===== config.mk =====
export PLATFORM = sky130hd
export DESIGN_NAME = mem_load_store_unit
export DESIGN_NICKNAME = d
export VERILOG_FILES = /design/src/rtl/mem_lsu_pkg.sv /design/src/rtl/mem_lsu_extend.sv /design/src/rtl/mem_load_store_unit.sv
export SDC_FILE = /design/constraint.sdc
export NUM_CORES = 1
export LEC_CHECK = 0
export BUFFER_PORTS_ARGS = -buffer_cell sky130_fd_sc_hd__buf_2
export CAP_MARGIN = 40
export CORE_ASPECT_RATIO = 2
export CORE_MARGIN = 2
export CORE_UTILIZATION = 50
export CTS_CLUSTER_DIAMETER = 60
export DETAILED_ROUTE_END_ITERATION = 16
export PLACE_DENSITY = 0.84
export SLEW_MARGIN = 40
export SYNTH_ARGS = -nofsm -noshare
export SYNTH_HDL_FRONTEND = slang
export SYNTH_HIERARCHICAL = 1
export SYNTH_SLANG_ARGS = --single-unit

===== constraint.sdc =====
create_clock -name clk -period 5.8 [get_ports clk]
set_input_delay 0.29 -clock clk [delete_from_list [all_inputs] [get_ports clk]]
set_output_delay 0.29 -clock clk [all_outputs]
set_load 0.005 [all_outputs]

===== src/rtl/mem_lsu_pkg.sv =====
// Shared encodings for the MEM-stage load/store unit: load modes, FSM states
// and the per-mode transfer byte count.
package mem_lsu_pkg;

    localparam logic [1:0] LD_WORD    = 2'b00;
    localparam logic [1:0] LD_HALF_S  = 2'b01;
    localparam logic [1:0] LD_HALF_U  = 2'b10;
    localparam logic [1:0] LD_ILLEGAL = 2'b11;

    localparam logic [1:0] S_IDLE = 2'b00;
    localparam logic [1:0] S_XFER = 2'b01;
    localparam logic [1:0] S_DONE = 2'b10;

    function automatic logic [2:0] byte_count(input logic [1:0] mode);
        logic [2:0] n;
        case (mode)
            LD_WORD: n = 3'd4;
            default: n = 3'd2;
        endcase
        return n;
    endfunction

endpackage


===== src/rtl/mem_lsu_extend.sv =====
// Turns the big-endian assembled load bytes into the architectural result:
// word as is, halfwords sign- or zero-extended from the low 16 bits.
module mem_lsu_extend
    import mem_lsu_pkg::*;
(
    input  logic [31:0] i_assembled,
    input  logic [1:0]  i_mode,
    output logic [31:0] o_data
);

    // Extension select; the illegal mode never reaches a successful load.
    always_comb begin
        o_data = i_assembled;
        case (i_mode)
            LD_WORD:   o_data = i_assembled;
            LD_HALF_S: o_data = {{16{i_assembled[15]}}, i_assembled[15:0]};
            LD_HALF_U: o_data = {16'h0000, i_assembled[15:0]};
            default:   o_data = i_assembled;
        endcase
    end

endmodule


===== src/rtl/mem_load_store_unit.sv =====
// MEM-stage initiator: serialises one load/store into byte transfers on a
// big-endian valid/ack bus, with per-byte ack timeout and load extension.
module mem_load_store_unit
    import mem_lsu_pkg::*;
#(
    parameter int ACK_TIMEOUT = 16,
    parameter int TMO_W       = 5
) (
    input  logic        clk,
    input  logic        rst_n,
    input  logic        req_valid,
    output logic        req_ready,
    input  logic        mem_read,
    input  logic        mem_write,
    input  logic [1:0]  load_mode,
    input  logic [31:0] address,
    input  logic [31:0] write_data,
    output logic [31:0] bus_addr,
    output logic        bus_re,
    output logic        bus_we,
    output logic [7:0]  bus_wdata,
    input  logic [7:0]  bus_rdata,
    input  logic        bus_ack,
    output logic        resp_valid,
    output logic        resp_err,
    output logic [31:0] read_data,
    output logic        stall
);

    localparam logic [TMO_W-1:0] TMO_LIMIT = TMO_W'(ACK_TIMEOUT - 1);

    logic [1:0]       r_state;
    logic [1:0]       r_mode;
    logic             r_is_load;
    logic [2:0]       r_k;
    logic [2:0]       r_last;
    logic [TMO_W-1:0] r_tmo;
    logic [31:0]      r_wsh;
    logic [23:0]      r_rsh;

    logic             w_accept;
    logic             w_err;
    logic             w_ack;
    logic [2:0]       w_last;
    logic [31:0]      w_st_data;
    logic [31:0]      w_assembled;
    logic [31:0]      w_ext;

    assign stall = !req_ready || (req_valid && req_ready);

    // Request decode; store data is left-aligned so byte 0 sits in [31:24].
    always_comb begin
        w_accept    = req_valid && req_ready;
        w_last      = byte_count(load_mode) - 3'd1;
        w_ack       = (bus_re || bus_we) && bus_ack;
        w_assembled = {r_rsh, bus_rdata};
        if (mem_read == mem_write) begin
            w_err = 1'b1;
        end else if (load_mode == LD_ILLEGAL) begin
            w_err = 1'b1;
        end else if (load_mode == LD_WORD) begin
            w_err = (address[1:0] != 2'b00);
        end else begin
            w_err = address[0];
        end
        if (load_mode == LD_WORD) begin
            w_st_data = write_data;
        end else begin
            w_st_data = {write_data[15:0], 16'h0000};
        end
    end

    mem_lsu_extend u_extend (
        .i_assembled (w_assembled),
        .i_mode      (r_mode),
        .o_data      (w_ext)
    );

    // Transfer FSM; every output is registered so strobes drop on reset at once.
    always_ff @(posedge clk or negedge rst_n) begin
        if (!rst_n) begin
            r_state    <= S_IDLE;
            r_mode     <= LD_WORD;
            r_is_load  <= 1'b0;
            r_k        <= 3'd0;
            r_last     <= 3'd0;
            r_tmo      <= '0;
            r_wsh      <= 32'h0000_0000;
            r_rsh      <= 24'h00_0000;
            req_ready  <= 1'b1;
            bus_addr   <= 32'h0000_0000;
            bus_re     <= 1'b0;
            bus_we     <= 1'b0;
            bus_wdata  <= 8'h00;
            resp_valid <= 1'b0;
            resp_err   <= 1'b0;
            read_data  <= 32'h0000_0000;
        end else begin
            case (r_state)
                S_IDLE: begin
                    resp_valid <= 1'b0;
                    resp_err   <= 1'b0;
                    if (w_accept) begin
                        req_ready <= 1'b0;
                        r_mode    <= load_mode;
                        r_is_load <= mem_read;
                        r_last    <= w_last;
                        r_k       <= 3'd0;
                        r_tmo     <= '0;
                        r_rsh     <= 24'h00_0000;
                        if (w_err) begin
                            r_state    <= S_DONE;
                            resp_valid <= 1'b1;
                            resp_err   <= 1'b1;
                        end else begin
                            r_state   <= S_XFER;
                            bus_re    <= mem_read;
                            bus_we    <= mem_write;
                            bus_addr  <= address;
                            bus_wdata <= w_st_data[31:24];
                            r_wsh     <= {w_st_data[23:0], 8'h00};
                        end
                    end
                end
                S_XFER: begin
                    if (w_ack) begin
                        r_tmo <= '0;
                        if (r_is_load) begin
                            r_rsh <= w_assembled[23:0];
                        end else begin
                            r_rsh <= r_rsh;
                        end
                        if (r_k == r_last) begin
                            r_state    <= S_DONE;
                            bus_re     <= 1'b0;
                            bus_we     <= 1'b0;
                            resp_valid <= 1'b1;
                            resp_err   <= 1'b0;
                            if (r_is_load) begin
                                read_data <= w_ext;
                            end else begin
                                read_data <= read_data;
                            end
                        end else begin
                            r_k       <= r_k + 3'd1;
                            bus_addr  <= bus_addr + 32'd1;
                            bus_wdata <= r_wsh[31:24];
                            r_wsh     <= {r_wsh[23:0], 8'h00};
                        end
                    end else if (r_tmo == TMO_LIMIT) begin
                        // Abort: bytes already stored are deliberately not undone.
                        r_state    <= S_DONE;
                        bus_re     <= 1'b0;
                        bus_we     <= 1'b0;
                        resp_valid <= 1'b1;
                        resp_err   <= 1'b1;
                    end else begin
                        r_tmo <= r_tmo + 1'b1;
                    end
                end
                S_DONE: begin
                    r_state    <= S_IDLE;
                    resp_valid <= 1'b0;
                    resp_err   <= 1'b0;
                    req_ready  <= 1'b1;
                end
                default: begin
                    r_state    <= S_IDLE;
                    bus_re     <= 1'b0;
                    bus_we     <= 1'b0;
                    resp_valid <= 1'b0;
                    resp_err   <= 1'b0;
                    req_ready  <= 1'b1;
                end
            endcase
        end
    end

endmodule


# Yosys cells after proc, flatten, opt, wreduce, memory -nomap -nowiden
# Cells that the tools add are included.
# W data, S select, Z words.
[word_totals] output_inout_bits=78 ff_bits=149 ram_bits=0 n_memories=0 romBits=0 wordCells=115 latch_bits=0
[classes] n_shift=0 n_lt_le_gt_ge=0 mul=0 muxes=58 addsub=4 n_div=0 bitwise=2 n_reduce_logical=19 eq_ne=16
[ops] op="$mux W32" count=9
[ops] op="$pmux W32 S2" count=3
[ops] op="$mux W24" count=3
[ops] op="$pmux W24 S2" count=1
[ops] op="$add A32 B1 Y32 const B" count=1
[ops] op="$mux W8" count=4
[ops] op="$mux W1" count=17
[ops] op="$pmux W8 S2" count=1
[ops] op="$mux W5" count=3
[ops] op="$mux W3" count=4
[ops] op="$reduce_and A4 Y1" count=3
[ops] op="$mux W2" count=5
[ops] op="$ne A2 B2 Y1 const B" count=5
[ops] op="$pmux W5 S2" count=1
[ops] op="$reduce_and A5 Y1" count=2
[ops] op="$ne A3 B3 Y1 const B" count=3
[ops] op="$eq A2 B2 Y1 const B" count=3
[ops] op="$pmux W1 S2" count=3
[ops] op="$pmux W1 S3" count=2
[ops] op="$pmux W3 S2" count=1
[ops] op="$reduce_and A2 Y1" count=3
[ops] op="$reduce_and A3 Y1" count=2
[ops] op="$add A5 B1 Y5 const B" count=1
[ops] op="$eq A5 B4 Y1 const B" count=1
[ops] op="other kinds (12)" count=18

# Logic depth before layout (Yosys ltp)
# Gate-level depths: netlist of the first run.
[depth] depth_word=7 depth_mapped=9 depth_no_buf=7

# Cells and area by module
# The synthesis of the first run kept the hierarchy.
[by_module_without_submodules] mod="mem_load_store_unit" cells_each=723 area_each_um2=6915.4 seq_area_each_um2=3504.6 instances=1
[by_module_without_submodules] mod="mem_lsu_extend" cells_each=40 area_each_um2=342.8 seq_area_each_um2=0.0 instances=1

# Least setup slack after synthesis of the first run
# No wires, ideal clock.
[synth_timing] path_kind="register to register" start="register r_tmo[0]" end="register r_tmo[3]" arrival_time_ps=1769 path_slack_ps=3908 required_ps=5677 n_path_buf=0 period_less_slack_ps=1892 path_stages_with_launch=8 path_cell_list="dfrtp_1 ha_1 and3_1 ha_1 a311oi_1 nand4_1 xor2_1 nor2_1"
[synth_via] elab_chain_len=4 word_cells_on_any_way=7 cone_classes="add/sub: 1; eq/ne: 2; mux: 3; reduce/logical: 1"
[synth_lines] element="start, declared" line="mem_load_store_unit.sv:37" source="logic [TMO_W-1:0] r_tmo;"
[synth_lines] element="start signal, assigned" line="mem_load_store_unit.sv:158" source="r_tmo <= r_tmo + 1'b1;"
[synth_lines] element="$add A5 B1 Y5" line="mem_load_store_unit.sv:158"
[synth_lines] element="$mux W5" line="mem_load_store_unit.sv:150" source="end else if (r_tmo == TMO_LIMIT) begin"
[synth_lines] element="$mux W5" line="mem_load_store_unit.sv:126" source="if (w_ack) begin"
[synth_lines] element="$pmux W5 S2" line="mem_load_store_unit.sv:99" source="case (r_state)"
# Parallel ways exist; a longest one is shown, timed or not. The select of a mux whose other input is x is not followed.
# A chain may end at the register's enable or synchronous reset.

# Final worst setup path of the first run
[layout_timing] start="register r_state[0]" end="register bus_addr[26]"
[layout_via] elab_chain_len=3 word_cells_on_any_way=9 cone_classes="eq/ne: 5; mux: 1; reduce/logical: 3"
[layout_lines] element="start, declared" line="mem_load_store_unit.sv:32" source="logic [1:0] r_state;"
[layout_lines] element="start signal, assigned" line="mem_load_store_unit.sv:82" source="r_state <= S_IDLE;"
[layout_lines] element="start signal, assigned" line="mem_load_store_unit.sv:112" source="r_state <= S_DONE;"
[layout_lines] element="start signal, assigned" line="mem_load_store_unit.sv:116" source="r_state <= S_XFER;"
[layout_lines] element="$eq A2 B1 Y1 or $logic_not A2 Y1 (tied branches)" line="mem_load_store_unit.sv:99"
[layout_lines] element="$ne A2 B2 Y1 (no line) or $reduce_bool A2 Y1 (tied branches)"
[layout_lines] element="$reduce_and A5 Y1 (no line)"
[layout_lines] element="end signal, assigned" line="mem_load_store_unit.sv:119" source="bus_addr <= address;"
[layout_lines] element="end signal, assigned" line="mem_load_store_unit.sv:146" source="bus_addr <= bus_addr + 32'd1;"
[layout_lines] element="end, declared" line="mem_load_store_unit.sv:18" source="output logic [31:0] bus_addr,"
# Parallel ways exist; a longest one is shown, timed or not.

==> results.yml, run 1 <==
status:
  status: "complete, no violations"
drt:
  dr.pass1.iters: 5
  drt-wirelength-per-cell_um: 17.5
  detail_route.drc_violations: 0
  postRouteAntennaNets: 0
  via_count: 6356
  finalWirelength_um: 18900
  initialDrtViolationCount: 352
  drt-vias-per-instance: 5.87
yosys:
  synthAdderAreaFrac: 0.00862
  synth_top_family_by_area: "compound AO/OA/AOI/OAI gates"
  syn-cell-area_um2: 7260
  yosysWarningCount: 6
  postSynthNetCount: 848
  ys_top_cells_by_area: "sky130_fd_sc_hd__dfrtp_1 (48%), sky130_fd_sc_hd__nand2_1 (6.0%), sky130_fd_sc_hd__a21oi_1 (5.1%)"
  xor_and_xnor_fraction_of_the_mapped_netlist_area: 0.00724
  ys_seq_elements: 140
  synth_cells: 763
  synthFlopType: "sky130_fd_sc_hd__dfrtp_1"
  synthDominantCellAreaShare: 0.479
  synth_sequential_area_ratio: 0.483
  synth_simple_gate_area_frac: 0.155
  post_synth_mux_area_share: 0.0869
  yosysTopAreaCell: "sky130_fd_sc_hd__dfrtp_1"
  synth-compound-area-share: 0.187
  postSynth.asyncResetShare: 1.00
  synth-edff-count: 0
  synth_area_per_cell_um2: 9.51
  synthDistinctLibCells: 69
place:
  io_buffers: 157
  total_placed_instance_area_um2: 8010
  worst_case_setup_slack_after_placement_ns: 2.86
  hpwl_um: 13000
  routability_cong: 0.866
cells_and_area:
  syn_to_final_growth_pct: 19.9
  finalCoreUtilization: 0.609
  finish.net_count: 963
  stdcell_area_um2: 8700
  final_common_cell: "sky130_fd_sc_hd__buf_2"
  drive_gt1_frac: 0.286
  final_cell_mix: "sky130_fd_sc_hd__buf_2 (156), sky130_fd_sc_hd__dfrtp_1 (139), sky130_fd_sc_hd__nand2_1 (116)"
  insertedDiodeCount: 0
timing:
  worst_slew_margin_rel: 0.480
  rsz0062_at_grt: "no"
  highest_attainable_clock_frequency_mhz: 323
  finalCritPeriodShare: 0.535
  maxSlewViolCount: 0
  setup_total_negative_slack_ns: 0
  setup_violations: 0
  minimum_period_implied_by_the_final_worst_setup_slack_ns: 3.10
  least_margin_pin_slew_ns: 0.774
  hold_violation_total_from_the_final_report: 0
  clock-skew-final_ns: 0.00900
  layout_setup_ws_ns: 2.70
clock_network:
  clk_pin_slew_ns: 0.06
  cts_buffers: 17
  tritoncts: "done"
  clk_latency_ns: 0.42
  clockBufferDepth: 2
  clock-sinks: 140
  clock-root-buffer: "sky130_fd_sc_hd__clkbuf_16"
  ctsHtreeMaxLevel: 4
power_and_ir_drop:
  p_leak_nw: 4.21
  design_power_total_mw: 4.13
  max-vdd-ir-drop_mv: 0.303
  cellPowerDensity_nw_per_um2: 474
grt:
  vias_in_the_first_global_route: 6356
  grt_first_pass_wirelength_um: 31000
  antenna_found_initial: 0
  global_route.usage.total: 0.254
  grt_max_degree: 74
  grt.overflow.total: 0
setup_path:
  critical_path_arrival_ns: 3.40
  start_kind: "register"
  worstSetupEndpointType: "register"
  cp_data_required_time_ns: 6.10
  critPathMaxFanout: 63
  worstRegToRegCells: 7
  path_class: "register to register"
floorplan:
  die_area_um2: 15600
  fp.dieH_um: 174
  floorplan.initialDensity: 0.509
  top_level_ports: 158
  floorplan.die.width_um: 89.2
  fp-row-count: 62
  placeable_core_region_um2: 14300
hold_path:
  worstHoldPathType: "primary input to register"
  min_delay_path_depth: 3
run:
  timing.max_cap.violations: 0
## path summary, 6_finish.rpt
check	slack [ns]	endpoint	from
worst min register to register	0.47	resp_valid	resp_valid
max in group asynchronous	4.25	bus_addr[5]	rst_n
worst min-delay path	0.10	bus_addr[27]	address[27]
min in group asynchronous	0.45	bus_wdata[4]	rst_n
worst max-delay path	2.70	bus_addr[26]	r_state[0]
worst max register to register	2.70	bus_addr[26]	r_state[0]
## sequential cells by signal, indices dropped and copies added (netlist names)
signal / count
r_mode: 2
r_tmo: 5
r_is_load: 1
bus_re: 1
read_data: 32
r_last: 2
bus_wdata: 8
bus_addr: 32
r_k: 3
req_ready: 1
r_rsh: 24
r_state: 2
r_wsh: 24
bus_we: 1
resp_err: 1
resp_valid: 1
## area by class of cell
class | count | area (um^2)
clock buffer | 17 | 425
clock inverter | 15 | 259
fill | 1252 | 5570
inverter | 33 | 124
multi-input combinational | 520 | 3270
sequential | 140 | 3500
tap | 192 | 240
timing repair buffer | 166 | 873
## cells by family (layout without fill, tap and decap cells)
group,after synthesis,after routing
xor+xnor,6,6
simple gates,238,238
compound gates,212,212
mux,59,59
fa+ha+maj,5,5
flops,140,140
buf+inv,103,231
## synthesized netlist by cell type, drive strengths merged (3+ instances only)
cell	n
clkbuf	19
mux2	32
xor2	4
and3	6
nor2	40
buf	51
o22ai	13
nor4	5
or3	3
nand2	116
nand2b	3
o21a	4
nand3	28
o41ai	4
a221oi	8
mux2i	27
a41oi	3
a21o	3
inv	33
dfrtp	139
a2bb2oi	4
o2bb2a	3
nand4	14
o21ai	56
and4	6
ha	5
or2	3
a21oi	74
a22o	17
nor3	10
## routing by layer
layer | track usage | vias to the layer above | share of wire
met3 | 0.0470 | 51 | 0.052
met2 | 0.434 | 254 | 0.55
met5 | 0 | - | 0
met1 | 0.299 | 3121 | 0.37
li1 | - | 2930 | -
met4 | 0.116 | 0 | 0.036
## through the flow
stage / hold slack, ns / cells
finish: 0.101 / 1083
global route: 0.113 / 1083
CTS: 0.0948 / 1083
detailed placement: 0.347 / 1050
global placement: 0.341 / 1049
floorplan: -0.00559 / 763
## worst max-delay path: stages (launching register included)
cell and delay, ns:
sky130_fd_sc_hd__dfrtp_1 0.48, sky130_fd_sc_hd__nor2b_4 0.24, sky130_fd_sc_hd__buf_4 0.54, sky130_fd_sc_hd__buf_4 0.62, sky130_fd_sc_hd__nand4_1 0.21, sky130_fd_sc_hd__nor4_1 0.47
sky130_fd_sc_hd__a21oi_1 0.16, sky130_fd_sc_hd__o22a_1 0.22
## power by group
group	leakage [nW]	switching (mW)	total [mW]	internal [mW]
clock	0.327	0.453	1.27	0.816
sequential	1.85	0.336	1.61	1.27
combinational	2.04	0.742	1.25	0.508
## what timing repair did
| action | CTS | global route |
|---|---|---|
| resized for setup | 0 | 0 |
| endpoints found under the setup margin | 0 | 0 |
| setup buffers | 0 | 0 |
| endpoints found under the hold margin | 71 | 0 |
| hold buffers | 1 | 0 |
No activity file was read; power rests on OpenSTA's default activity.
==> inputs of run 2 (changes only) <==
==> constraint.sdc (replaced) <==
create_clock -name clk -period 3.1 [get_ports clk]
set_input_delay 0.155 -clock clk [delete_from_list [all_inputs] [get_ports clk]]
set_output_delay 0.155 -clock clk [all_outputs]
set_load 0.005 [all_outputs]
==> results.yml, run 2 (synthesis gave the netlist of run 1 again) <==
status:
  status: "complete, no violations"
clock_network:
  clock-root-buffer: "sky130_fd_sc_hd__clkbuf_16"
  clock-sinks: 140
  post-cts-setup-buffers: 0
  clk_pin_slew_ns: 0.07
  ctsHtreeMaxLevel: 4
  cts-resized-gates: 0
  tritoncts: "done"
  clockBufferDepth: 2
  cts_buffers: 17
  clk_latency_ns: 0.42
  cts_hold_buffers: 18
floorplan:
  placeable_core_region_um2: 14300
  floorplan.initialDensity: 0.509
  die_area_um2: 15600
  fp.dieH_um: 174
  top_level_ports: 158
  floorplan.die.width_um: 89.2
  fp-row-count: 62
cells_and_area:
  largest_registers_in_the_final_layout: "bus_addr (32), read_data (32)"
  syn_to_final_growth_pct: 21.9
  stdcell_area_um2: 8840
  final_common_cell: "sky130_fd_sc_hd__buf_2"
  finalCoreUtilization: 0.620
  finish.net_count: 985
  post_layout_nonfiller_instances: 1105
  drive_gt1_frac: 0.283
  insertedDiodeCount: 0
  final_cell_mix: "sky130_fd_sc_hd__buf_2 (156), sky130_fd_sc_hd__dfrtp_1 (139), sky130_fd_sc_hd__nand2_1 (116)"
  multi_input_comb_area_um2: 3270
  sequential_cell_area_um2: 3500
  fillers: 1213
run:
  timing.max_cap.violations: 0
grt:
  antenna_found_initial: 0
  global_route.usage.total: 0.253
  vias_in_the_first_global_route: 6344
  grt_max_degree: 123
  grt.overflow.total: 0
  grt_first_pass_wirelength_um: 30700
setup_path:
  critical_path_arrival_ns: 2.66
  reg2reg_setup_slack_ns: 0.74
  critical_path.max_stage_delay_ns: 0.50
  worstRegToRegCells: 6
  start_kind: "register"
  timing.critical_path.cells: "nor2b_4 > buf_12 > nand4_1 > nor4_1 > a21oi_1 > o22a_1"
  crit_path_top_delay_cell: "sky130_fd_sc_hd__dfrtp_1"
  path_class: "register to register"
  rr_startpoint: "r_state[0]"
  regToRegEndpoint: "bus_addr[26]"
  critPathMaxFanout: 122
  worstSetupEndpointType: "register"
  cp_data_required_time_ns: 3.40
hold_path:
  holdPathEnd: "r_rsh[0]"
  worstHoldPathType: "primary input to register"
  min-delay-start: "bus_rdata[0]"
  min_delay_path_depth: 3
timing:
  worst_slew_margin_rel: 0.509
  timing.hold.ws_ns: 0.0177
  setup_violations: 0
  maxSlewViolCount: 0
  layout_setup_ws_ns: 0.738
  clock-skew-final_ns: 0.0105
  hold_violation_total_from_the_final_report: 0
  rsz0062_at_grt: "no"
  least_margin_pin_slew_ns: 0.731
  setup_total_negative_slack_ns: 0
  minimum_period_implied_by_the_final_worst_setup_slack_ns: 2.36
  finalCritPeriodShare: 0.762
  highest_attainable_clock_frequency_mhz: 423
drt:
  initialDrtViolationCount: 358
  detail_route.drc_violations: 0
  via_count: 6336
  finalWirelength_um: 19100
  postRouteAntennaNets: 0
  drt-wirelength-per-cell_um: 17.2
  drt-vias-per-instance: 5.73
  dr.pass1.iters: 5
place:
  place_inst: 1055
  routability_cong: 0.860
  io_buffers: 157
  worst_case_setup_slack_after_placement_ns: 0.784
  hpwl_um: 13200
  total_placed_instance_area_um2: 8060
power_and_ir_drop:
  max-vdd-ir-drop_mv: 0.491
  cellPowerDensity_nw_per_um2: 842
  design_power_total_mw: 7.45
  p_leak_nw: 4.27
==> run 2: worst max-delay path: cells and delay by family, from the launching register on <==
kind	cells	cell delay [ns]
AND/OR/NAND/NOR	3	0.91
buffers and inverters	1	0.40
AO/OA/AOI/OAI	2	0.35
flip-flops	1	0.50
==> run 2: layer usage <==
layer / vias up / wire length (um) / GRT usage
li1: 2972 / - / -
met1: 3048 / 7020 / 0.289
met2: 273 / 10600 / 0.443
met3: 43 / 884 / 0.0432
met4: 0 / 588 / 0.116
met5: - / 0 / 0
==> run 2: cell type report <==
type | instances | area share
multi-input cells | 520 | 0.370
well taps | 192 | 0.0272
inverters | 33 | 0.0140
clock inverters | 13 | 0.0178
flip-flops and latches | 140 | 0.396
clock buffers | 19 | 0.0501
repair buffers | 188 | 0.125
==> run 2: worst max path at each step <==
stage	depth (start not counted)	end	slack [ns]	start
after CTS	5	bus_addr[9]	0.76	req_ready
after floorplan	7	r_tmo[3]	1.21	r_tmo[0]
final	6	bus_addr[26]	0.74	r_state[0]
after global routing	6	bus_addr[26]	0.46	r_state[0]
after detailed placement	5	bus_addr[9]	0.78	req_ready
after global placement	4	bus_addr[9]	0.69	r_state[1]
==> run 2: power by group <==
| group | total, mW | switching [mW] | internal (mW) |
|---|---|---|---|
| Sequential | 3.01 | 0.632 | 2.38 |
| Combinational | 2.36 | 1.38 | 0.984 |
| Clock | 2.07 | 0.845 | 1.23 |
